==> src/rtl/player_track.sv <==
// Per-player vertical motion controller: clamped y per channel, manual or bounce
// movement, and a round-robin erase/redraw request queue toward the VGA drawer.
module player_track #(
  parameter int NUM_PLAYERS = 2,
  parameter int Y_WIDTH     = 8,
  parameter int X_WIDTH     = 9,
  parameter int Y_MIN       = 0,
  parameter int Y_MAX       = 230,
  parameter int Y_START     = 120,
  parameter int STEP        = 10,
  parameter int X_BASE      = 0,
  parameter int X_PITCH     = 310,
  localparam int CW         = (NUM_PLAYERS > 1) ? $clog2(NUM_PLAYERS) : 1
) (
  input  logic                           clk,
  input  logic                           reset,
  input  logic                           bounce_en,
  input  logic                           tick,
  input  logic [NUM_PLAYERS-1:0]         move_up,
  input  logic [NUM_PLAYERS-1:0]         move_down,
  output logic [NUM_PLAYERS*Y_WIDTH-1:0] y_bus,
  output logic [NUM_PLAYERS-1:0]         at_top,
  output logic [NUM_PLAYERS-1:0]         at_bottom,
  output logic                           draw_valid,
  input  logic                           draw_ready,
  output logic [CW-1:0]                  draw_chan,
  output logic [X_WIDTH-1:0]             draw_x,
  output logic [Y_WIDTH-1:0]             draw_old_y,
  output logic [Y_WIDTH-1:0]             draw_new_y
);

  localparam logic [Y_WIDTH-1:0] L_Y_MIN   = Y_WIDTH'(Y_MIN);
  localparam logic [Y_WIDTH-1:0] L_Y_MAX   = Y_WIDTH'(Y_MAX);
  localparam logic [Y_WIDTH-1:0] L_Y_START = Y_WIDTH'(Y_START);
  localparam logic [0:0] S_IDLE  = 1'b0;
  localparam logic [0:0] S_OFFER = 1'b1;

  logic [Y_WIDTH-1:0]     r_y       [NUM_PLAYERS];
  logic [Y_WIDTH-1:0]     r_drawn_y [NUM_PLAYERS];
  logic [NUM_PLAYERS-1:0] r_dir;
  logic [0:0]             r_state;
  logic [CW-1:0]          r_rr_ptr;
  logic                   r_draw_valid;
  logic [CW-1:0]          r_draw_chan;
  logic [X_WIDTH-1:0]     r_draw_x;
  logic [Y_WIDTH-1:0]     r_draw_old_y;
  logic [Y_WIDTH-1:0]     r_draw_new_y;

  logic [Y_WIDTH-1:0]     w_y_next [NUM_PLAYERS];
  logic [NUM_PLAYERS-1:0] w_dir_next;
  logic [NUM_PLAYERS-1:0] w_dir_eff;
  logic [NUM_PLAYERS-1:0] w_dirty;
  logic                   w_any_dirty;
  logic [CW-1:0]          w_pick;
  logic [Y_WIDTH-1:0]     w_pick_y;
  logic [Y_WIDTH-1:0]     w_pick_old;
  logic [X_WIDTH-1:0]     w_pick_x;

  // Arithmetic is done in 32 bits so the clamp test can never wrap.
  function automatic logic [Y_WIDTH-1:0] step_up(input logic [Y_WIDTH-1:0] y);
    logic [31:0] v;
    v = 32'(y);
    if (v < 32'(Y_MIN) + 32'(STEP)) return L_Y_MIN;
    else return Y_WIDTH'(v - 32'(STEP));
  endfunction

  function automatic logic [Y_WIDTH-1:0] step_down(input logic [Y_WIDTH-1:0] y);
    logic [31:0] v;
    v = 32'(y);
    if (v + 32'(STEP) > 32'(Y_MAX)) return L_Y_MAX;
    else return Y_WIDTH'(v + 32'(STEP));
  endfunction

  always_comb begin
    w_dir_eff  = r_dir;
    w_dir_next = r_dir;
    for (int i = 0; i < NUM_PLAYERS; i++) begin
      w_y_next[i] = r_y[i];
      if (move_up[i] && !move_down[i]) w_dir_eff[i] = 1'b0;
      else if (move_down[i] && !move_up[i]) w_dir_eff[i] = 1'b1;
      else w_dir_eff[i] = r_dir[i];

      if (!bounce_en) begin
        if (move_up[i] && !move_down[i]) w_y_next[i] = step_up(r_y[i]);
        else if (move_down[i] && !move_up[i]) w_y_next[i] = step_down(r_y[i]);
        else w_y_next[i] = r_y[i];
        w_dir_next[i] = r_dir[i];
      end else if (tick) begin
        // A same-cycle direction pulse steers this tick; landing on a limit flips.
        w_y_next[i] = w_dir_eff[i] ? step_down(r_y[i]) : step_up(r_y[i]);
        if (w_y_next[i] == L_Y_MIN) w_dir_next[i] = 1'b1;
        else if (w_y_next[i] == L_Y_MAX) w_dir_next[i] = 1'b0;
        else w_dir_next[i] = w_dir_eff[i];
      end else begin
        w_y_next[i]   = r_y[i];
        w_dir_next[i] = w_dir_eff[i];
      end
    end
  end

  always_comb begin
    y_bus       = '0;
    at_top      = '0;
    at_bottom   = '0;
    w_dirty     = '0;
    for (int i = 0; i < NUM_PLAYERS; i++) begin
      y_bus[i*Y_WIDTH +: Y_WIDTH] = r_y[i];
      at_top[i]    = (r_y[i] == L_Y_MIN);
      at_bottom[i] = (r_y[i] == L_Y_MAX);
      w_dirty[i]   = (r_y[i] != r_drawn_y[i]);
    end
    w_any_dirty = |w_dirty;
  end

  // Round-robin search: the smallest offset after the last grant wins.
  always_comb begin
    w_pick     = r_rr_ptr;
    w_pick_y   = '0;
    w_pick_old = '0;
    for (int k = NUM_PLAYERS; k >= 1; k--) begin
      for (int j = 0; j < NUM_PLAYERS; j++) begin
        if (j == (int'(r_rr_ptr) + k) % NUM_PLAYERS && w_dirty[j]) w_pick = CW'(j);
        else w_pick = w_pick;
      end
    end
    for (int j = 0; j < NUM_PLAYERS; j++) begin
      if (CW'(j) == w_pick) begin
        w_pick_y   = r_y[j];
        w_pick_old = r_drawn_y[j];
      end else begin
        w_pick_y   = w_pick_y;
      end
    end
    w_pick_x = X_WIDTH'(X_BASE + int'(w_pick) * X_PITCH);
  end

  always_ff @(posedge clk or posedge reset) begin
    if (reset) begin
      for (int i = 0; i < NUM_PLAYERS; i++) r_y[i] <= L_Y_START;
      r_dir <= '0;
    end else begin
      for (int i = 0; i < NUM_PLAYERS; i++) r_y[i] <= w_y_next[i];
      r_dir <= w_dir_next;
    end
  end

  always_ff @(posedge clk or posedge reset) begin
    if (reset) begin
      for (int i = 0; i < NUM_PLAYERS; i++) r_drawn_y[i] <= L_Y_START;
      r_state      <= S_IDLE;
      r_rr_ptr     <= CW'(NUM_PLAYERS - 1);
      r_draw_valid <= 1'b0;
      r_draw_chan  <= '0;
      r_draw_x     <= '0;
      r_draw_old_y <= '0;
      r_draw_new_y <= '0;
    end else begin
      case (r_state)
        S_IDLE: begin
          if (w_any_dirty) begin
            r_draw_chan  <= w_pick;
            r_draw_x     <= w_pick_x;
            r_draw_old_y <= w_pick_old;
            r_draw_new_y <= w_pick_y;
            r_rr_ptr     <= w_pick;
            r_draw_valid <= 1'b1;
            r_state      <= S_OFFER;
          end
        end
        S_OFFER: begin
          if (draw_ready) begin
            for (int j = 0; j < NUM_PLAYERS; j++) begin
              if (CW'(j) == r_draw_chan) r_drawn_y[j] <= r_draw_new_y;
            end
            r_draw_valid <= 1'b0;
            r_state      <= S_IDLE;
          end
        end
        default: begin
          r_draw_valid <= 1'b0;
          r_state      <= S_IDLE;
        end
      endcase
    end
  end

  assign draw_valid = r_draw_valid;
  assign draw_chan  = r_draw_chan;
  assign draw_x     = r_draw_x;
  assign draw_old_y = r_draw_old_y;
  assign draw_new_y = r_draw_new_y;

endmodule

==> config.mk <==
export PLATFORM = sky130hd
export DESIGN_NAME = player_track
export DESIGN_NICKNAME = d
export VERILOG_FILES = /design/src/rtl/player_track.sv
export SDC_FILE = /design/constraint.sdc
export NUM_CORES = 1
export LEC_CHECK = 0
export BUFFER_PORTS_ARGS = -buffer_cell sky130_fd_sc_hd__buf_2
export CAP_MARGIN = 5
export CORE_MARGIN = 4
export CORE_UTILIZATION = 63
export DETAILED_ROUTE_END_ITERATION = 10
export PLACE_DENSITY = 0.86
export REMOVE_ABC_BUFFERS = 1
export SLEW_MARGIN = 20
export SYNTH_ARGS = -nofsm -noshare
export SYNTH_HDL_FRONTEND = slang
export SYNTH_SLANG_ARGS = --single-unit
==> constraint.sdc <==
create_clock -name clk -period 4.4 [get_ports clk]
set_input_delay 0.88 -clock clk [delete_from_list [all_inputs] [get_ports clk]]
set_output_delay 0.88 -clock clk [all_outputs]
set_load 0.05 [all_outputs]
==> results of run 1 <==
==> power by group through the flow <==
stage	clock network [mW]	logic, mW	registers [mW]
floorplan	0	1.23	1.62
global placement	0	2.16	1.21
detailed placement	0	2.19	1.23
CTS	0.340	2.20	1.22
global route	0.353	2.40	1.28
finish	0.338	2.22	1.24
==> worst max path at each step <==
stage,startpoint,endpoint,slack (ns),depth (start not counted)
after global placement,move_down[0],r_dir[0]$_DFFE_PP0P_,1.42,8
after detailed placement,move_down[0],r_dir[0]$_DFFE_PP0P_,1.42,7
after global routing,y_bus[9]$_DFFE_PP0P_,r_dir[1]$_DFFE_PP0P_,1.07,9
after CTS,y_bus[7]$_DFFE_PP0P_,at_top[0],1.50,3
after floorplan,y_bus[7]$_DFFE_PP0P_,at_top[0],0.79,2
final,y_bus[7]$_DFFE_PP0P_,at_top[0],1.44,3
==> flip-flops by register name (all words and copies together) (netlist names) <==
signal,cells
draw_x,1
r_state,1
draw_new_y,8
r_dir,2
draw_valid,1
draw_old_y,8
y_bus,16
r_rr_ptr,1
r_drawn_y,16
==> area by class of cell <==
class                   count  share of cell area (%)
multi-input cells         367                    55.5
well taps                  77                    2.21
clock buffers               6                    1.67
flip-flops and latches     54                    31.5
clock inverters             2                   0.862
inverters                  16                    1.38
repair buffers             57                    6.89
==> layout by cell type (no fill, tap or decap), drive strengths merged, types with 17 or more instances in the layout <==
cell type / count
dfrtp: 37
o21ai: 39
dfstp: 17
buf: 57
mux2i: 18
xnor2: 19
mux2: 19
a21oi: 42
nand2: 26
nor2: 46
==> worst max-delay path, delay by kind of cell (launching register included) <==
family | cells | cell delay (ns)
and+or+nand+nor | 2 | 0.81
DFF | 1 | 0.63
buffers and inverters | 1 | 0.34
==> through the flow <==
step | area, µm² | power, mW
detailed placement | 4240 | 3.42
CTS | 4350 | 3.76
finish | 4360 | 3.80
floorplan | 3830 | 2.85
global placement | 4240 | 3.37
global route | 4360 | 4.03
==> routing by layer <==
layer	routed length, µm	share of wire (%)	track usage [%]	vias to the layer above
met3	857	8.3	4.38	21
met5	0	0	0	-
li1	-	-	-	1783
met4	156	1.5	7.55	0
met2	4990	48	43.6	202
met1	4310	42	37.0	1854
==> logic make-up (layout without fill, tap and decap cells) <==
family,count (synthesis),count (layout)
simple gates,151,151
compound gates,148,148
buf+inv,64,81
flops,54,54
mux,37,37
xor+xnor,23,23
fa+ha+maj,4,4
other cells,1,4
==> results.txt, run 1 <==
The run finished with clean final reports. The number of synthesized flops with an enable pin is 0, and the first-pass GRT wire length is 16,700 µm. Of all cell types, the one taking the most synthesized area is dfrtp_1. By area the synthesized netlist is led by dfrtp_1 (23%), dfstp_2 (11%), mux2_2 (5.3%). Synthesis produced a netlist whose cell count is 482. The number of buffers inserted by port buffering was 51. At the end of the flow, the number of nets in the layout was 514.

In this run the most critical hold path is launched from draw_old_y[5]$_DFFE_PP0P_. Combinational group share of total power: 58.5%. TritonCTS built the clock tree. The H-tree generated during clock tree synthesis spans 2 levels.

For the data arrival time of the critical path, the log shows 2.08 ns. In the post-synthesis netlist, the cell with the most instances is nor2_1. The hold-critical path endpoint was draw_old_y[5]$_DFFE_PP0P_. The top-area cell type share of the netlist area is 22.8%, and the adder-cell share of the synthesized area is 1.23%.

For this run, design rule violations remaining after detail routing come to 0. The critical-path maximum fanout works out to 17. Before CTS, the worst setup slack after placement is 1.42 ns. Summed over all cells, the static leakage comes to 1.78 nW. For the number of nets with antenna violations after routing, the log shows 0. The most used flip-flop cell after synthesis is dfrtp_1. The run gives 10,300 µm as the overall routed net length.

For this run, the number of Yosys warnings is 0. The run gives 0 as the final hold violation count. Of the available clock period, the critical path in the final layout requires 67.3%. The total I/O pin count was 56. The fraction of the mapped netlist area in simple logic gates came out at 19.5%. The tools report the number of clock sinks as 54. For this design, the slowest cell found on the critical path is dfrtp_1.

The commonest cells after synthesis are nor2_1 (46), a21oi_1 (42), o21ai_0 (39). STA classifies the critical path endpoint as an output port. The required time of the critical path was 3.52 ns; the area occupied by multi-input gates was 2420 µm². The die is 88.3 µm wide. Of the post-synthesis cell area, the part taken by muxes is 9.69%. No sink is reached through more buffers than the 2 on the longest clock path. The die covers 7800 µm².

The minimum setup slack in the final design was 1.44 ns; the number of hold buffers added after CTS was 0. Clock-pin slew was measured on the worst setup and hold paths at 0.10 ns. The tools report the final number of max-transition violations as 0.

The routed layout has 3,860 vias. The setup slack of the worst register-to-register path is 1.48 ns, and the post-synthesis sequential element count is 54. After floorplanning, the core was divided into 29 placement rows. The max-capacitance violation count is 0. Summing the areas of all xor and xnor instances in the mapped netlist gives 4.95% of the synthesized area. IR analysis of the VDD net gives a maximum drop of 0.000511 V. The launch instance of the worst register-to-register path was y_bus[9]$_DFFE_PP0P_.

Excluding fillers, the count of instances in the completed layout stands at 579. The area growth from synthesis to layout is 7.11%. The maximum achievable frequency is 338 MHz, and the async set-reset flop share out of synthesis is 100%. The total overflow left after global routing is 0. The detailed-route vias per instance is 6.67. The end of the worst register-to-register path is r_dir[1]$_DFFE_PP0P_. Summed over all failing endpoints, the final setup total negative slack is 0 ns.

The tools report the post-synthesis cell area as 4070 µm². In this design, the stage delay of the slowest critical-path cell is 0.63 ns. The final hold slack was 0.526 ns.

The root buffer cell is clkbuf_8. The tools report the relative max-transition margin as 30.7%. The worst setup path is of the register to output port kind. Setup repair after global routing left no endpoint under its margin. Global routing used 26.8% of the available tracks.

The average wire per standard cell is 17.8 µm, and the number of DRC violations after detailed-routing iteration 0 is 278. Before antenna repair, the detailed router went through 5 iterations. The final count of negative-setup-slack endpoints was 0. Classification of the worst-slack hold path: register to register. The number of setup buffers added after CTS came out at 0. Of the total power, the share spent switching nets is 54.0%.

The initial antenna violation count is 0, and the core area is 6310 µm². The layout has 489 filler cells. From bottom edge to top edge, the die measures 88.3 µm. The sequential area share after synthesis was 33.8%; the per-instance average area after synthesis was 8.44 µm². The number of instances on the worst hold path works out to 2.

The number of global-route vias before repair was 3,423; the number of distinct library cell variants in the gate-level netlist after synthesis was 65. At the pin with the least slew margin, the transition time is 1.04 ns. Summed over all nets, the half-perimeter wirelength after detailed placement is 7360 µm. Registers are responsible for 32.6% of the overall power. The clock tree skew after final layout is 0.00333 ns.

The clock power share is 8.9%, and the compound-cell area share of the yosys netlist is 23.3%. The total power density per cell area is 871 nW/µm². Entering global routing, the biggest net connects 30 pins. The utilization after layout is 69.0%. In this run the power spent charging and discharging nets is 2.05 mW. The worst path in the final design needs a cycle of 2.96 ns, including I/O delays and setup. The count of placed standard cells including taps was 571. The initial core utilization is 64.4%, and the layout cell share with drive strength beyond 1 is 22.7%. The worst register-to-register path has a depth of 9. The footprint of the flip-flops and latches was 1370 µm²; the post-cts resize count was 0. The number of clock buffers added by TritonCTS is 5. For the insertion delay to the later sink of the worst-skew pair, the log shows 0.31 ns.

The weighted congestion reported at the end of routability-driven placement is 0.945. The signal on the critical path passes through nor4_4 > nor4b_1 > buf_2. STA classifies the critical path startpoint as a register.

The largest family of logic cells by synthesized area is compound AO/OA/AOI/OAI gates. The internal power was 1.74 mW; the number of antenna repair diodes was 0.
No activity file was read; power rests on OpenSTA's default activity.
==> run 2, diff against run 1 <==
Settings changed: ABC_AREA set to 1, CORE_UTILIZATION 63 to 53, PLACE_DENSITY 0.86 to 0.78.
Clock period 4.4 ns to 2.5 ns, I/O delays scaled along.
==> run 2 against run 1 <==
Register-to-register slack got worse by 1.3 ns; largest cell class unchanged; critical endpoint is now draw_new_y[2]$_DFFE_PP0P_; synthesized cell count increased by 23%; worst setup slack got worse by 1.2 ns; core utilization decreased by 8.5 points.
==> results.txt, run 2 <==
The aggregate global routing overflow came out at 0. The tightest hold path in the finished design has a slack of 0.245 ns. The clock-pin transition on the worst setup and hold timing paths is 0.11 ns, and the total track usage is 25.6%. The detailed-routing iteration count for the pre-antenna-repair pass was 5.

The clock period could shrink to 2.30 ns. First-pass GRT wire length: 18,200 µm. The number of distinct library cell variants in the gate-level netlist after synthesis came out at 37. The setup slack of the worst register-to-register path was 0.20 ns.

The floorplan step set the die height to 94.1 µm. The min-delay analysis places its worst path in the category input port to asynchronous set/reset pin. The run gives 0 as the final hold violation count. The number of H-tree levels came out at 2.

The tools report the total negative setup slack as 0 ns. The tools report the number of clock sinks as 54. Across the VDD grid, the largest voltage drop is 0.000577 V.

The cell depth of the worst flop-to-flop path is 8. Once the clock tree was built, the setup fixing pass inserted 0 buffers. The run gives 0 as the yosys synthesis warning count. In this run, synthesis inferred 0 flip-flops with an integrated enable. The detail route stage leaves a number of antenna-violating nets equal to 0.

The clock reaches the later pin of the worst-skew pair after 0.31 ns. Post-cts resize count: 0. The tree is rooted in a clkbuf_8. Counting instances in the post-synthesis netlist gives the leading cell types as nand2_1 (178), nor2_1 (67), o21ai_0 (58). The tools report the endpoint kind of the worst setup timing path as a register.

The critical-path maximum fanout was 25; the maximum number of pins on one net before global-route repair was 37. The share of the cycle needed by the critical path after routing was 92.0%; the weighted congestion reported at the end of routability-driven placement was 0.966. For the pin with the worst max-slew slack, the measured transition is 0.590 ns. The layout cell share with drive strength beyond 1 came out at 19.5%. The analysis attributes to cell leakage a power of 2.21 nW. Once the floorplan was initialized, standard cells occupied 54.4% of the core. The final number of max-transition violations is 0. The number of buffers inserted by port buffering came out at 51. The most common cell in the synthesized netlist is nand2_1.

For the sequential area share after synthesis, the log shows 35.0%. In the post-synthesis netlist, the biggest area contributors are dfrtp_1 (24%), nand2_1 (17%), dfstp_2 (11%). Setup repair after global routing left no endpoint under its margin. The tools report the data arrival time of the critical path as 2.50 ns.

In this run, the number of DRC markers left after iteration 0 of detailed routing was 368. The tools report the initial antenna violation count as 0. The area growth from synthesis to layout is 11.1%. The clock passes through at most 2 buffers. The top-area cell type share of the netlist area is 23.6%. In the layout the commonest cells are nand2_1 (178), nor2_1 (67), o21ai_0 (58), inv_1 (53), buf_2 (51). In this run the standard cell core region covers 7210 µm². Leaving out fill and tap cells, the most frequent cell in the layout is nand2_1. Setup violations remaining at the end of the flow were counted as 0. TritonCTS built the clock tree. The end of the worst register-to-register path is draw_new_y[2]$_DFFE_PP0P_. Measured against its own limit, the worst slew margin works out to 60.6%. The startpoint type of the worst setup path is a register.

Maximum achievable frequency: 435 MHz. The logs give 56 for the total I/O pin count and 0 for the max-capacitance violation count. The total number of nets in the final design came out at 654.

The logs give 2.70 ns for the required time of the critical path and 11,000 µm for the overall routed net length. After synthesis the cells add up to 3930 µm². In the routed layout, each cell is associated on average with a via count of 5.50. The number of antenna diodes in the final layout is 0.

The predominant post-synthesis flop cell was dfrtp_1. TritonCTS created 5 clock buffers. dfrtp_1 takes more of the synthesized area than any other cell.

The number of rows in the core area was 31; the post-synthesis sequential element count was 54. The critical path is of the register to register type. The number of global-route vias before repair was 3,633; the async set-reset flop share out of synthesis was 100%. After detailed routing, the average wire length per cell comes to 14.8 µm. Synthesis handed over a netlist of 591 instances. The run finished with clean final reports. In this run the critical register-to-register path is launched from y_bus[14]$_DFFE_PP1P_. On the final layout, the worst clock skew is 0.0169 ns.

The overall power of the completed layout was 6.47 mW; the final HPWL from detailed placement was 8270 µm. The die is 94.1 µm wide. The filler cells instantiated in the layout total 697. Dividing total power by cell area gives a power density of 1480 nW/µm². The logs give 4,075 for the count of vias placed by the detailed router and 0 for the post-detailed-route DRC marker count. The die covers 8850 µm². Hold repair after CTS inserted 0 buffers.

The average instance in the mapped netlist occupies 6.64 µm².
==> run 2: cell types whose count changed after synthesis, sizes merged, moves of 10 or more <==
cell    delta
nand2    +154
inv       +48
o21ai     +21
xnor2     -19
a21oi     -31
mux2i     -18
nand4     +14
nor2      +21
mux2      -19
or2       +10
nand3     +33
clkbuf    -13
==> run 2: kinds of logic after synthesis <==
family	count (synthesis)	share of synthesized area, %
simple gates	331	36.8
compound gates	108	16.0
buf+inv	92	10.6
flops	54	35.0
fa+ha+maj	4	1.27
xor+xnor	1	0.223
other cells	1	0.0955
==> run 2: layer usage <==
layer	part of all wire (%)	routed length [µm]	GRT usage, %	up-vias
li1	-	-	-	2044
met1	45	4930	36.5	1824
met2	45	4970	39.9	192
met3	8.3	910	4.97	15
met4	1.4	157	6.26	0
met5	0	0	0	-
==> run 2: per-stage QoR <==
| step | cells | instance area [µm²] | utilization [%] | setup slack (ns) |
|---|---|---|---|---|
| finish | 741 | 4360 | 60.5 | 0.201 |
| global route | 741 | 4360 | 60.5 | 0.0265 |
| CTS | 741 | 4360 | 60.4 | 0.199 |
| detailed placement | 733 | 4260 | 59.1 | 0.225 |
| global placement | 733 | 4260 | 59.1 | 0.241 |
| floorplan | 568 | 3770 | - | -0.700 |
==> run 2: report_power, final <==
part	total [mW]	leakage, nW	internal, mW	switching (mW)
registers	1.81	0.623	1.34	0.470
logic	4.13	1.54	1.16	2.98
clock network	0.533	0.0478	0.229	0.304
==> run 2: final cells by class <==
cell class                      instances  area, µm²  area share, %
Sequential cell                        54       1370           31.5
Timing Repair Buffer                   66        368           8.43
Multi-Input combinational cell        448       2150           49.3
Clock buffer                            6       82.6           1.89
Inverter                               66        249           5.71
Tap cell                               99        124           2.84
Clock inverter                          2       16.3          0.373
==> run 2: how the worst max path moves through the flow <==
stage | startpoint | end | slack (ns) | cells past startpoint
after global routing | y_bus[1]$_DFFE_PP0P_ | r_dir[0]$_DFFE_PP0P_ | 0.03 | 15
after floorplan | draw_x[5]$_DFFE_PP0P_ | r_drawn_y[3]$_DFFE_PP1P_ | -0.70 | 2
after global placement | y_bus[6]$_DFFE_PP1P_ | draw_new_y[0]$_DFFE_PP0P_ | 0.24 | 9
after detailed placement | y_bus[9]$_DFFE_PP0P_ | r_dir[1]$_DFFE_PP0P_ | 0.23 | 14
final | y_bus[14]$_DFFE_PP1P_ | draw_new_y[2]$_DFFE_PP0P_ | 0.20 | 8
after CTS | y_bus[14]$_DFFE_PP1P_ | draw_new_y[5]$_DFFE_PP0P_ | 0.20 | 8
==> run 2: critical path, cell delays in order (launching register included) <==
cell	delay [ns]
dfstp_2	0.63
inv_2	0.12
nand2_1	0.07
nand4_1	0.16
nor4_2	0.49
or2_1	0.24
nand2_4	0.19
nor2_1	0.17
o22ai_1	0.10
